`src/rtl/cpu_pkg.sv`:
```
// Shared types for the pipeline hazard/forwarding control:
// register aliases, halt FSM states and per-stage destination records.
package cpu_pkg;

   localparam logic [4:0] REG_ZERO = 5'd0;
   localparam logic [4:0] REG_RA   = 5'd31;

   typedef enum logic [1:0] {
      RUN   = 2'd0,
      DRAIN = 2'd1,
      HALT  = 2'd2
   } state_t;

   typedef struct packed {
      logic [4:0] rw;
      logic       wr;
      logic       ld;
   } stage_rec_t;

   localparam stage_rec_t REC_NONE = '0;

   // Producer in stage r writes the register that the ID reader needs.
   function automatic logic hit(stage_rec_t r, logic use_r, logic [4:0] src);
      return use_r & r.wr & (r.rw != REG_ZERO) & (src == r.rw);
   endfunction

endpackage

```
`src/rtl/sat_counter.sv`:
```
// Saturating up-counter with synchronous clear and async reset.
module sat_counter #(
   parameter int W = 16
) (
   input  logic         clk,
   input  logic         rst,
   input  logic         inc,
   input  logic         clr,
   output logic [W-1:0] cnt
);

   always_ff @(posedge clk or posedge rst) begin
      if (rst) begin
         cnt <= '0;
      end else if (clr) begin
         cnt <= '0;
      end else if (inc && (cnt != '1)) begin
         cnt <= cnt + 1'b1;
      end
   end

endmodule

```
`src/rtl/hazard_fwd_unit.sv`:
```
// Hazard detection, forwarding-select generation and syscall halt
// sequencing for the 5-stage pipeline.
module hazard_fwd_unit
   import cpu_pkg::*;
#(
   parameter int CNT_W     = 16,
   parameter int DRAIN_CYC = 3
) (
   input  logic             clk,
   input  logic             rst,
   input  logic [4:0]       ra_id,
   input  logic [4:0]       rb_id,
   input  logic [4:0]       rw_id,
   input  logic             use_a_id,
   input  logic             use_b_id,
   input  logic             regwrite_id,
   input  logic             memread_id,
   input  logic             syscall_id,
   input  logic             j_bub,
   output logic             pc_en,
   output logic             ifid_en,
   output logic             ifid_flush,
   output logic             idex_flush,
   output logic             A_MEM,
   output logic             A_WB,
   output logic             B_MEM,
   output logic             B_WB,
   output logic             halted,
   output logic [CNT_W-1:0] stall_cnt,
   output logic [CNT_W-1:0] flush_cnt
);

   localparam int DW = $clog2(DRAIN_CYC + 1);

   state_t     state;
   logic [DW-1:0] drain;
   stage_rec_t ex;
   stage_rec_t mem;
   stage_rec_t wb;

   logic lu;
   logic a_mem_n;
   logic a_wb_n;
   logic b_mem_n;
   logic b_wb_n;
   logic stall_inc;
   logic flush_inc;

   assign lu = ex.ld & (hit(ex, use_a_id, ra_id) | hit(ex, use_b_id, rb_id));

   // A load in EX cannot feed EX->EX; it is caught by lu instead.
   assign a_mem_n = hit(ex, use_a_id, ra_id) & ~ex.ld;
   assign a_wb_n  = ~a_mem_n & hit(mem, use_a_id, ra_id);
   assign b_mem_n = hit(ex, use_b_id, rb_id) & ~ex.ld;
   assign b_wb_n  = ~b_mem_n & hit(mem, use_b_id, rb_id);

   always_comb begin
      pc_en      = 1'b0;
      ifid_en    = 1'b0;
      ifid_flush = 1'b0;
      idex_flush = 1'b0;
      unique case (state)
         RUN: begin
            if (j_bub) begin
               pc_en      = 1'b1;
               ifid_en    = 1'b1;
               ifid_flush = 1'b1;
               idex_flush = 1'b1;
            end else if (lu) begin
               idex_flush = 1'b1;
            end else begin
               pc_en   = 1'b1;
               ifid_en = 1'b1;
            end
         end
         DRAIN: idex_flush = 1'b1;
         default: ;
      endcase
   end

   assign flush_inc = (state == RUN) & j_bub;
   assign stall_inc = (state == RUN) & ~j_bub & lu;

   always_ff @(posedge clk or posedge rst) begin
      if (rst) begin
         state  <= RUN;
         drain  <= '0;
         halted <= 1'b0;
      end else begin
         unique case (state)
            RUN: begin
               if (!j_bub && !lu && syscall_id) begin
                  state <= DRAIN;
                  drain <= DW'(DRAIN_CYC);
               end
            end
            DRAIN: begin
               drain <= drain - 1'b1;
               if (drain == DW'(1)) begin
                  state  <= HALT;
                  halted <= 1'b1;
               end
            end
            HALT: ;
            default: state <= RUN;
         endcase
      end
   end

   // Shadow records and selects freeze once the core is halted.
   always_ff @(posedge clk or posedge rst) begin
      if (rst) begin
         ex    <= REC_NONE;
         mem   <= REC_NONE;
         wb    <= REC_NONE;
         A_MEM <= 1'b0;
         A_WB  <= 1'b0;
         B_MEM <= 1'b0;
         B_WB  <= 1'b0;
      end else if (state != HALT) begin
         ex    <= idex_flush ? REC_NONE
                             : '{rw: rw_id, wr: regwrite_id, ld: memread_id};
         mem   <= ex;
         wb    <= mem;
         A_MEM <= a_mem_n & ~idex_flush;
         A_WB  <= a_wb_n & ~idex_flush;
         B_MEM <= b_mem_n & ~idex_flush;
         B_WB  <= b_wb_n & ~idex_flush;
      end
   end

   sat_counter #(.W(CNT_W)) u_stall_cnt (
      .clk (clk),
      .rst (rst),
      .inc (stall_inc),
      .clr (1'b0),
      .cnt (stall_cnt)
   );

   sat_counter #(.W(CNT_W)) u_flush_cnt (
      .clk (clk),
      .rst (rst),
      .inc (flush_inc),
      .clr (1'b0),
      .cnt (flush_cnt)
   );

endmodule

```
`config.mk`:
```
export PLATFORM = sky130hd
export DESIGN_NAME = hazard_fwd_unit
export DESIGN_NICKNAME = d
export VERILOG_FILES = /design/src/rtl/cpu_pkg.sv /design/src/rtl/sat_counter.sv /design/src/rtl/hazard_fwd_unit.sv
export SDC_FILE = /design/constraint.sdc
export NUM_CORES = 1
export LEC_CHECK = 0
export CORE_ASPECT_RATIO = 0.6
export CORE_UTILIZATION = 40
export DETAILED_ROUTE_END_ITERATION = 7
export PLACE_DENSITY_LB_ADDON = 0.05
export SLEW_MARGIN = 10
export SYNTH_ARGS = -nofsm -noshare
export SYNTH_HDL_FRONTEND = slang
export SYNTH_SLANG_ARGS = --single-unit
```
`constraint.sdc`:
```
create_clock -name clk -period 3.9 [get_ports clk]
set_input_delay 0.975 -clock clk [delete_from_list [all_inputs] [get_ports clk]]
set_output_delay 0.975 -clock clk [all_outputs]
set_load 0.05 [all_outputs]
```
# Yosys cells after proc, flatten, opt, wreduce, memory -nomap -nowiden
# Cells that the tools add are included.
[word_totals]
latchBits = 0
ramBits = 0
reg_bits = 54
mem_bits_ro = 0
memories = 0
[classes]
addsub = 3
eq_ne = 12
muxes = 14
n_lt_le_gt_ge = 0
shift = 0
div_mod_pow = 0
bitwise_logic = 31
n_mul = 0
reduce_logical = 13
[ops]
columns = ["operator", "count"]
rows = [
  ["$add A16 B1 Y16 const B", 2],
  ["$ne A16 B16 Y1 const B", 2],
  ["$and A1 B1 Y1", 24],
  ["$eq A5 B5 Y1", 4],
  ["$reduce_bool A5 Y1", 2],
  ["$mux W1", 7],
  ["$mux W7", 1],
  ["$mux W2", 3],
  ["$not A1 Y1", 6],
  ["$pmux W2 S3", 1],
  ["$eq A2 B1 Y1 const B", 2],
  ["$logic_and A1 B1 Y1", 4],
  ["$ne A2 B2 Y1 const B", 2],
  ["$pmux W2 S2", 1],
  ["$reduce_and A2 Y1", 2],
  ["$reduce_and A3 Y1", 1],
  ["$eq A2 B2 Y1 const B", 1],
  ["$logic_not A1 Y1", 2],
  ["$logic_not A2 Y1", 1],
  ["$ne A2 B1 Y1 const B", 1],
  ["$pmux W1 S2", 1],
  ["$reduce_bool A2 Y1", 1],
  ["$sub A2 B1 Y2 const B", 1],
  ["$or A1 B1 Y1", 1],
]

# Longest topological paths before layout
# Gate-level depths: netlist (run 1).
[logic_depth]
word_depth = 10
depth_mapped = 8
depth_no_buf = 7

# By module
# Synthesis (run 1) repeated with hierarchy kept, for this count alone.
[unflattened]
hier_cells = 313
area_unflattened_um2 = 3095.5
[by_module_without_submodules]
columns = ["module", "seq_area_each_um2", "cells_per_inst", "area_each_um2", "instances"]
rows = [
  ["sat_counter", 400.4, 101, 932.1, 2],
  ["hazard_fwd_unit", 550.5, 111, 1231.2, 1],
]

# Worst setup path after synthesis (run 1)
# No wires, ideal clock.
[synth_path]
path_type = "input -> output"
startpoint = "in rb_id[2]"
endpoint = "out idex_flush"
arrival_time_ns = 2.626
n_path_buf = 0
stages = 5
slack_ns = 0.299
path_cell_list = "xnor2_1 > nand4_1 > or3b_4 > a21o_1 > a21oi_1"
[synth_between]
elab_chain_len = 7
[synth_lines]
columns = ["item", "line", "source"]
rows = [
  ["start: declaration", "hazard_fwd_unit.sv:12", "input logic [4:0] rb_id,"],
  ["$eq A5 B5 Y1", "cpu_pkg.sv:24", "return use_r & r.wr & (r.rw != REG_ZERO) & (src == r.rw);"],
  ["$and A1 B1 Y1", "cpu_pkg.sv:24", ""],
  ["$or A1 B1 Y1", "hazard_fwd_unit.sv:49", "assign lu = ex.ld & (hit(ex, use_a_id, ra_id) | hit(ex, use_b_id, rb_id));"],
  ["$and A1 B1 Y1", "hazard_fwd_unit.sv:49", ""],
  ["$mux W1", "hazard_fwd_unit.sv:69", "end else if (lu) begin"],
  ["$mux W1", "hazard_fwd_unit.sv:64", "if (j_bub) begin"],
  ["$pmux W1 S2", "hazard_fwd_unit.sv:62", "unique case (state)"],
  ["end: declaration", "hazard_fwd_unit.sv:23", "output logic idex_flush,"],
]
# No other way between the ends.

# Final worst setup path (run 1)
# Same ends and word-level chain as after synthesis.

==> results.py, run 1 <==
metrics = {
    "timing": {
        "min_period_ns": 3.777,
        "fin_crit_sh_pct": 96.86,
        "slew_headroom_pct": 40.04,
        "tns_ns": 0,
        "fmax_mhz": 264.7,
        "worst_slew_pin_slew_ns": 0.8994,
        "rsz0062_at_grt": "no",
        "slew_viol_final": 0,
        "finalHoldViolCount": 0,
        "clock_skew_ns": 0.004857,
        "setup_viol": 0,
    },
    "final_layout": {
        "fillers": 619,
        "mostFrequentLayoutCell": "clkdlybuf4s50_1",
        "antenna_cells": 0,
        "fin_nets": 349,
        "fin_util_pct": 54.44,
        "synthToLayoutAreaGrowth_pct": 29.78,
        "final_cell_mix": "59 x clkdlybuf4s50_1, 54 x dfrtp_1, 32 x xnor2_1, 20 x nand3_1, 14 x nor2_1",
        "drive_gt1_share_pct": 9.907,
        "design_area_mm2": 0.003697,
    },
    "die": {
        "rows": 23,
        "num_io_pins": 64,
        "start_util_pct": 41.95,
        "dieArea_mm2": 0.007475,
        "fp.dieW_um": 111.0,
        "core_mm2": 0.006792,
        "die_h_um": 67.37,
    },
    "synth": {
        "yosysTopAreaCellShare_pct": 47.43,
        "synth_enable_flop_cells": 0,
        "syn_nets": 283,
        "synth.area.top_cells": "dfrtp_1 47%, xnor2_1 9.8%, xor2_1 4.0%, mux2i_1 3.9%, nand3_1 3.5%",
        "yosysSeqAreaShare_pct": 47.43,
        "syn_area_mm2": 0.002849,
        "synthFlopType": "dfrtp_1",
        "yosysUniqueCellTypes": 46,
        "yosys_warnings": 0,
        "ys_ff_latch": 54,
        "yosysTopAreaCell": "dfrtp_1",
        "syn_area_per_cell_um2": 11.09,
        "syn_inst": 257,
        "async_flop_share_pct": 100.0,
    },
    "global_routing": {
        "antenna_found_initial": 0,
        "grt_start_max_net_pins": 29,
        "grt_pass1_vias": 1993,
        "grt_overflow": 0,
        "grt_pass1_wl_mm": 10.22,
        "track_usage_pct": 17.58,
    },
    "setup_path": {
        "r2r-start": "state[0]$_DFFE_PP0P_",
        "crit_required_ns": 2.92,
        "critPathLaunchType": "input port",
        "cp-end-kind": "output port",
        "critical_path_class": "input port to output port",
        "reg2reg_depth": 6,
        "r2r-end": "u_stall_cnt.cnt[15]$_DFFE_PP0P_",
        "crit_path_max_fanout": 4,
        "r2r_setup_slack_ns": 1.53,
        "arrival_ns": 2.80,
    },
    "power_and_ir_drop": {
        "ir_drop_uv": 153.4,
        "swShare_pct": 20.55,
        "p_leak_nw": 1.551,
        "internal_power_mw": 0.8237,
        "power_density_mw_per_mm2": 280.4,
        "p_sw_mw": 0.2131,
        "comb_power_share_pct": 5.1,
        "seq_power_share_pct": 54.0,
        "clock_power_share_pct": 40.9,
    },
    "place": {
        "gp_congestion": 0.8611,
        "post_dp_cell_area_mm2": 0.003565,
        "hpwl_mm": 4.767,
        "place.port_buffers": 63,
    },
    "detailed_routing": {
        "firstDrtPassIters": 6,
        "ant_nets": 0,
        "wl_mm": 6.246,
        "drc_errors": 10,
        "wl_per_cell_um": 15.23,
        "drt_iter0_markers": 100,
        "dr_total_vias": 2130,
        "viasPerCell": 5.195,
    },
    "clock_tree": {
        "cts-root-buf": "clkbuf_16",
        "cts_max_level": 2,
        "cts_resized": 0,
        "cts_buffers": 5,
        "post-cts-setup-buffers": 0,
        "cts_tree": "yes",
        "clock_latency_ns": 0.29,
        "clkSinkCount": 54,
        "path_clk_slew_ns": 0.07,
        "clockBufferDepth": 2,
        "hold_buffers": 0,
    },
    "worst_hold_path": {
        "hold_class": "flip-flop to flip-flop",
        "whs_path_depth": 1,
        "whs_endpoint": "halted$_DFFE_PP0P_",
        "min_from": "halted$_DFFE_PP0P_",
    },
    "run": {
        "drv_cap": 0,
    },
    "outcome": {
        "violations": "design-rule violations",
        "outcome": "finished, violations left",
    },
}
-- metrics by stage --
step	hold WS, ns	power (mW)	worst slack, ns	instances
floorplan	0.4728	0.5902	0.2987	257
global placement	0.4610	0.6246	0.1319	403
detailed placement	0.4634	0.6246	0.1080	403
CTS	0.4758	1.049	0.1105	410
global route	0.4868	1.081	0.009246	410
finish	0.4770	1.037	0.1225	410
-- Yosys cell counts, types with 5 or more instances --
library cell  count
inv_1             5
o2bb2ai_1        11
a21oi_1           5
nand3_1          20
nor2_1           14
xnor2_1          32
and3_1           12
nand4_1           9
xor2_1           13
mux2_2            7
dfrtp_1          54
mux2i_1          11
nand2_1          12
-- registers in the layout, summed over array words and instances, names as in the netlist --
signal,cells
halted,1
u_flush_cnt.cnt,16
ex,7
u_stall_cnt.cnt,16
B_MEM,1
A_MEM,1
drain,2
state,2
A_WB,1
B_WB,1
mem,6
-- worst max path at each step --
| stage | start | endpoint | slack, ns |
|---|---|---|---|
| 2_1_floorplan | rb_id[2] | idex_flush | 0.30 |
| 3_3_place_gp | rb_id[3] | idex_flush | 0.13 |
| 3_5_place_dp | rb_id[2] | idex_flush | 0.11 |
| 4_1_cts | rb_id[2] | idex_flush | 0.11 |
| 5_1_grt | rb_id[4] | idex_flush | 0.009 |
| 6_report | rb_id[2] | idex_flush | 0.12 |
-- power by group through the flow --
stage	clock network, mW	registers, mW	logic [mW]
global route	0.464	0.559	0.0582
global placement	0	0.570	0.0541
finish	0.424	0.560	0.0528
detailed placement	0	0.570	0.0541
CTS	0.435	0.560	0.0543
floorplan	0	0.571	0.0196
-- logic make-up after synthesis --
kind of cell / count (synthesis) / share of synthesized area [%]
AND/OR/NAND/NOR: 89 / 17.57
buffers and inverters: 12 / 2.371
AO/OA/AOI/OAI: 34 / 9.749
flip-flops: 54 / 47.43
adder cells (fa/ha/maj): 3 / 1.318
XOR/XNOR: 46 / 14.41
multiplexers: 19 / 7.159
-- layout make-up --
type	instances	area (µm²)	area share, %
clock buffers	7	132.6	3.587
well taps	87	108.9	2.944
flip-flops and latches	54	1351	36.55
repair buffers	66	655.6	17.73
inverters	5	18.77	0.5076
multi-input cells	191	1430	38.68
-- critical path, stage by stage --
cell and delay (ns):
clkdlybuf4s50_1 0.51, xnor2_1 0.13, nand4_1 0.13, or3b_4 0.39, a21o_1 0.24, a21oi_1 0.24, buf_12 0.17
-- per-layer routing --
layer,up-vias,wire length (µm),track usage (%)
li1,1062,-,-
met3,5,312,4.129
met5,-,0,0
met2,43,2342,23.90
met4,0,38,3.596
met1,1020,3553,27.60
No activity file was read; power rests on OpenSTA's default activity.
==> inputs of run 2 (changes only) <==
- SYNTH_HIERARCHICAL: unset -> 1
==> results.py, run 2 <==
metrics = {
    "place": {
        "hpwl_mm": 5.500,
        "pre_cts_slack_ns": 0.01988,
        "post_dp_cell_area_mm2": 0.003826,
        "gp_congestion": 0.8225,
        "place.port_buffers": 63,
        "dp.cells": 472,
    },
    "setup_path": {
        "critical_path_class": "input port to output port",
        "crit_path_max_fanout": 6,
        "setup.worst_path.start": "rb_id[2]",
        "cp-end-kind": "output port",
        "crit_required_ns": 2.92,
        "critPathLaunchType": "input port",
        "r2r-start": "ex[2]$_DFFE_PP0P_",
        "arrival_ns": 2.71,
    },
    "final_layout": {
        "design_area_mm2": 0.004010,
        "mostFrequentLayoutCell": "dfrtp_1",
        "synthToLayoutAreaGrowth_pct": 29.55,
        "antenna_cells": 0,
        "final_cell_mix": "54 x dfrtp_1, 52 x clkdlybuf4s50_1, 24 x a21oi_1, 18 x nand3_1, 15 x xor2_1",
        "drive_gt1_share_pct": 10.64,
        "top_regs": "u_flush_cnt/cnt (16), u_stall_cnt/cnt (16), ex (7)",
        "finalNonFillerCells": 480,
        "fin_nets": 403,
        "fin_util_pct": 54.29,
    },
    "synth": {
        "yosysTopAreaCell": "dfrtp_1",
        "synth_top_cells_by_count": "54 x dfrtp_1, 24 x a21oi_1, 18 x nand3_1",
        "yosysTopAreaCellShare_pct": 43.65,
        "syn_area_mm2": 0.003095,
        "async_flop_share_pct": 100.0,
        "yosysSeqAreaShare_pct": 43.65,
        "synth.area.top_cells": "dfrtp_1 44%, xor2_1 4.5%, a21oi_1 3.9%, mux2_2 3.6%, or4_1 3.4%",
        "ys_ff_latch": 54,
        "synth.most_common_cell": "dfrtp_1",
        "syn_inst": 313,
        "syn_area_per_cell_um2": 9.890,
        "synth_enable_flop_cells": 0,
        "synthFlopType": "dfrtp_1",
        "yosys_warnings": 6,
        "yosysUniqueCellTypes": 49,
    },
    "timing": {
        "tns_ns": 0,
        "slew_viol_final": 0,
        "rsz0062_at_grt": "no",
        "fin_crit_sh_pct": 94.51,
        "setup_viol": 0,
        "worst_slew_pin_slew_ns": 1.122,
        "finalHoldViolCount": 0,
        "slew_headroom_pct": 24.36,
        "fmax_mhz": 271.3,
        "min_period_ns": 3.686,
        "layout_setup_ws_ns": 0.2140,
        "clock_skew_ns": 0.004876,
    },
    "clock_tree": {
        "cts_buffers": 5,
        "clkSinkCount": 54,
        "cts_tree": "yes",
        "hold_buffers": 0,
        "clockBufferDepth": 2,
        "cts_max_level": 2,
        "cts-root-buf": "clkbuf_16",
        "path_clk_slew_ns": 0.06,
        "clock_latency_ns": 0.29,
    },
    "detailed_routing": {
        "dr_total_vias": 2687,
        "wl_per_cell_um": 15.55,
        "firstDrtPassIters": 5,
        "wl_mm": 7.465,
        "drc_errors": 0,
        "ant_nets": 0,
        "viasPerCell": 5.598,
        "drt_iter0_markers": 163,
    },
    "global_routing": {
        "grt_pass1_wl_mm": 12.68,
        "grt_pass1_vias": 2479,
        "track_usage_pct": 20.26,
        "grt_overflow": 0,
        "grt_start_max_net_pins": 23,
        "antenna_found_initial": 0,
    },
    "die": {
        "die_h_um": 70.14,
        "dieArea_mm2": 0.008106,
        "start_util_pct": 41.90,
        "fp.dieW_um": 115.6,
        "core_mm2": 0.007387,
        "rows": 24,
        "num_io_pins": 64,
    },
    "run": {
        "drv_cap": 0,
    },
    "outcome": {
        "outcome": "completed",
    },
    "power_and_ir_drop": {
        "ir_drop_uv": 297.1,
        "p_leak_nw": 1.633,
        "power_density_mw_per_mm2": 438.9,
    },
    "worst_hold_path": {
        "hold_class": "flip-flop to flip-flop",
        "min_from": "halted$_DFFE_PP0P_",
    },
}
run 2: changes by cell type in the layout (fill, tap and decap cells not counted), sizes merged, moves of 9 or more:
cell     previous run  this run
and3               12         1
a22o                0         9
o31ai               0        10
a21oi               7        24
xnor2              33         4
or4                 2        18
o2bb2ai            11         0
or3                 0        14
run 2: critical path, cell delays in order:
cell	delay, ns
clkdlybuf4s50_1	0.46
xor2_1	0.18
nor4_2	0.15
nand3_1	0.13
a211oi_2	0.21
buf_4	0.17
nor3_1	0.05
nor2_1	0.18
clkbuf_16	0.20
run 2: kinds of logic after synthesis:
kind of cell	count (synthesis)	share of synthesized area (%)
AO/OA/AOI/OAI	71	15.64
XOR/XNOR	20	5.659
flip-flops	54	43.65
other	1	0.1211
buffers and inverters	25	4.123
adder cells (fa/ha/maj)	3	1.213
multiplexers	13	4.608
AND/OR/NAND/NOR	126	24.98
run 2: per-stage QoR:
stage	hold slack (ns)	total power [mW]
detailed placement	0.4564	1.329
CTS	0.4747	1.778
global placement	0.4492	1.325
finish	0.4651	1.760
global route	0.4987	1.864
floorplan	0.4731	1.157
run 2: cell type report:
| cell class | count | area (µm²) |
|---|---|---|
| fillers | 675 | 3377 |
| multi-input cells | 235 | 1628 |
| flip-flops and latches | 54 | 1351 |
| repair buffers | 70 | 720.7 |
| clock buffers | 6 | 138.9 |
| well taps | 104 | 130.1 |
| inverters | 11 | 41.29 |
run 2: power by group:
group	switching, mW	internal (mW)
Combinational	0.302	0.257
Sequential	0.122	0.642
Clock	0.187	0.249
run 2: final timing paths:
kind,to,slack [ns],cells past startpoint
worst max-delay path,idex_flush,0.21,9
worst min-delay path,halted$_DFFE_PP0P_,0.47,1
worst max register to register,u_stall_cnt/cnt[13]$_DFFE_PP0P_,0.92,10
worst min register to register,halted$_DFFE_PP0P_,0.47,1
max in group asynchronous,mem[2]$_DFFE_PP0P_,2.17,2
min in group asynchronous,u_flush_cnt/cnt[15]$_DFFE_PP0P_,1.11,2
run 2: per-layer routing:
layer  GRT usage, %  up-vias  part of all wire (%)
met5              0        -                     0
met4          6.205        0                   1.2
met3          4.688        7                   5.0
met2          28.54       77                    41
met1          30.41     1280                    53
li1               -     1323                     -
run 2: timing repair:
action / 4_1_cts / 5_1_grt
buffers inserted: 0 / 2
endpoints found under the setup margin: 0 / 1
resized for setup: 0 / 9
==> inputs of run 3 (changes only) <==
- CAP_MARGIN: unset -> 10
==> results of run 3 <==
No change in the layout: final DEF, timing and power equal those of run 2.
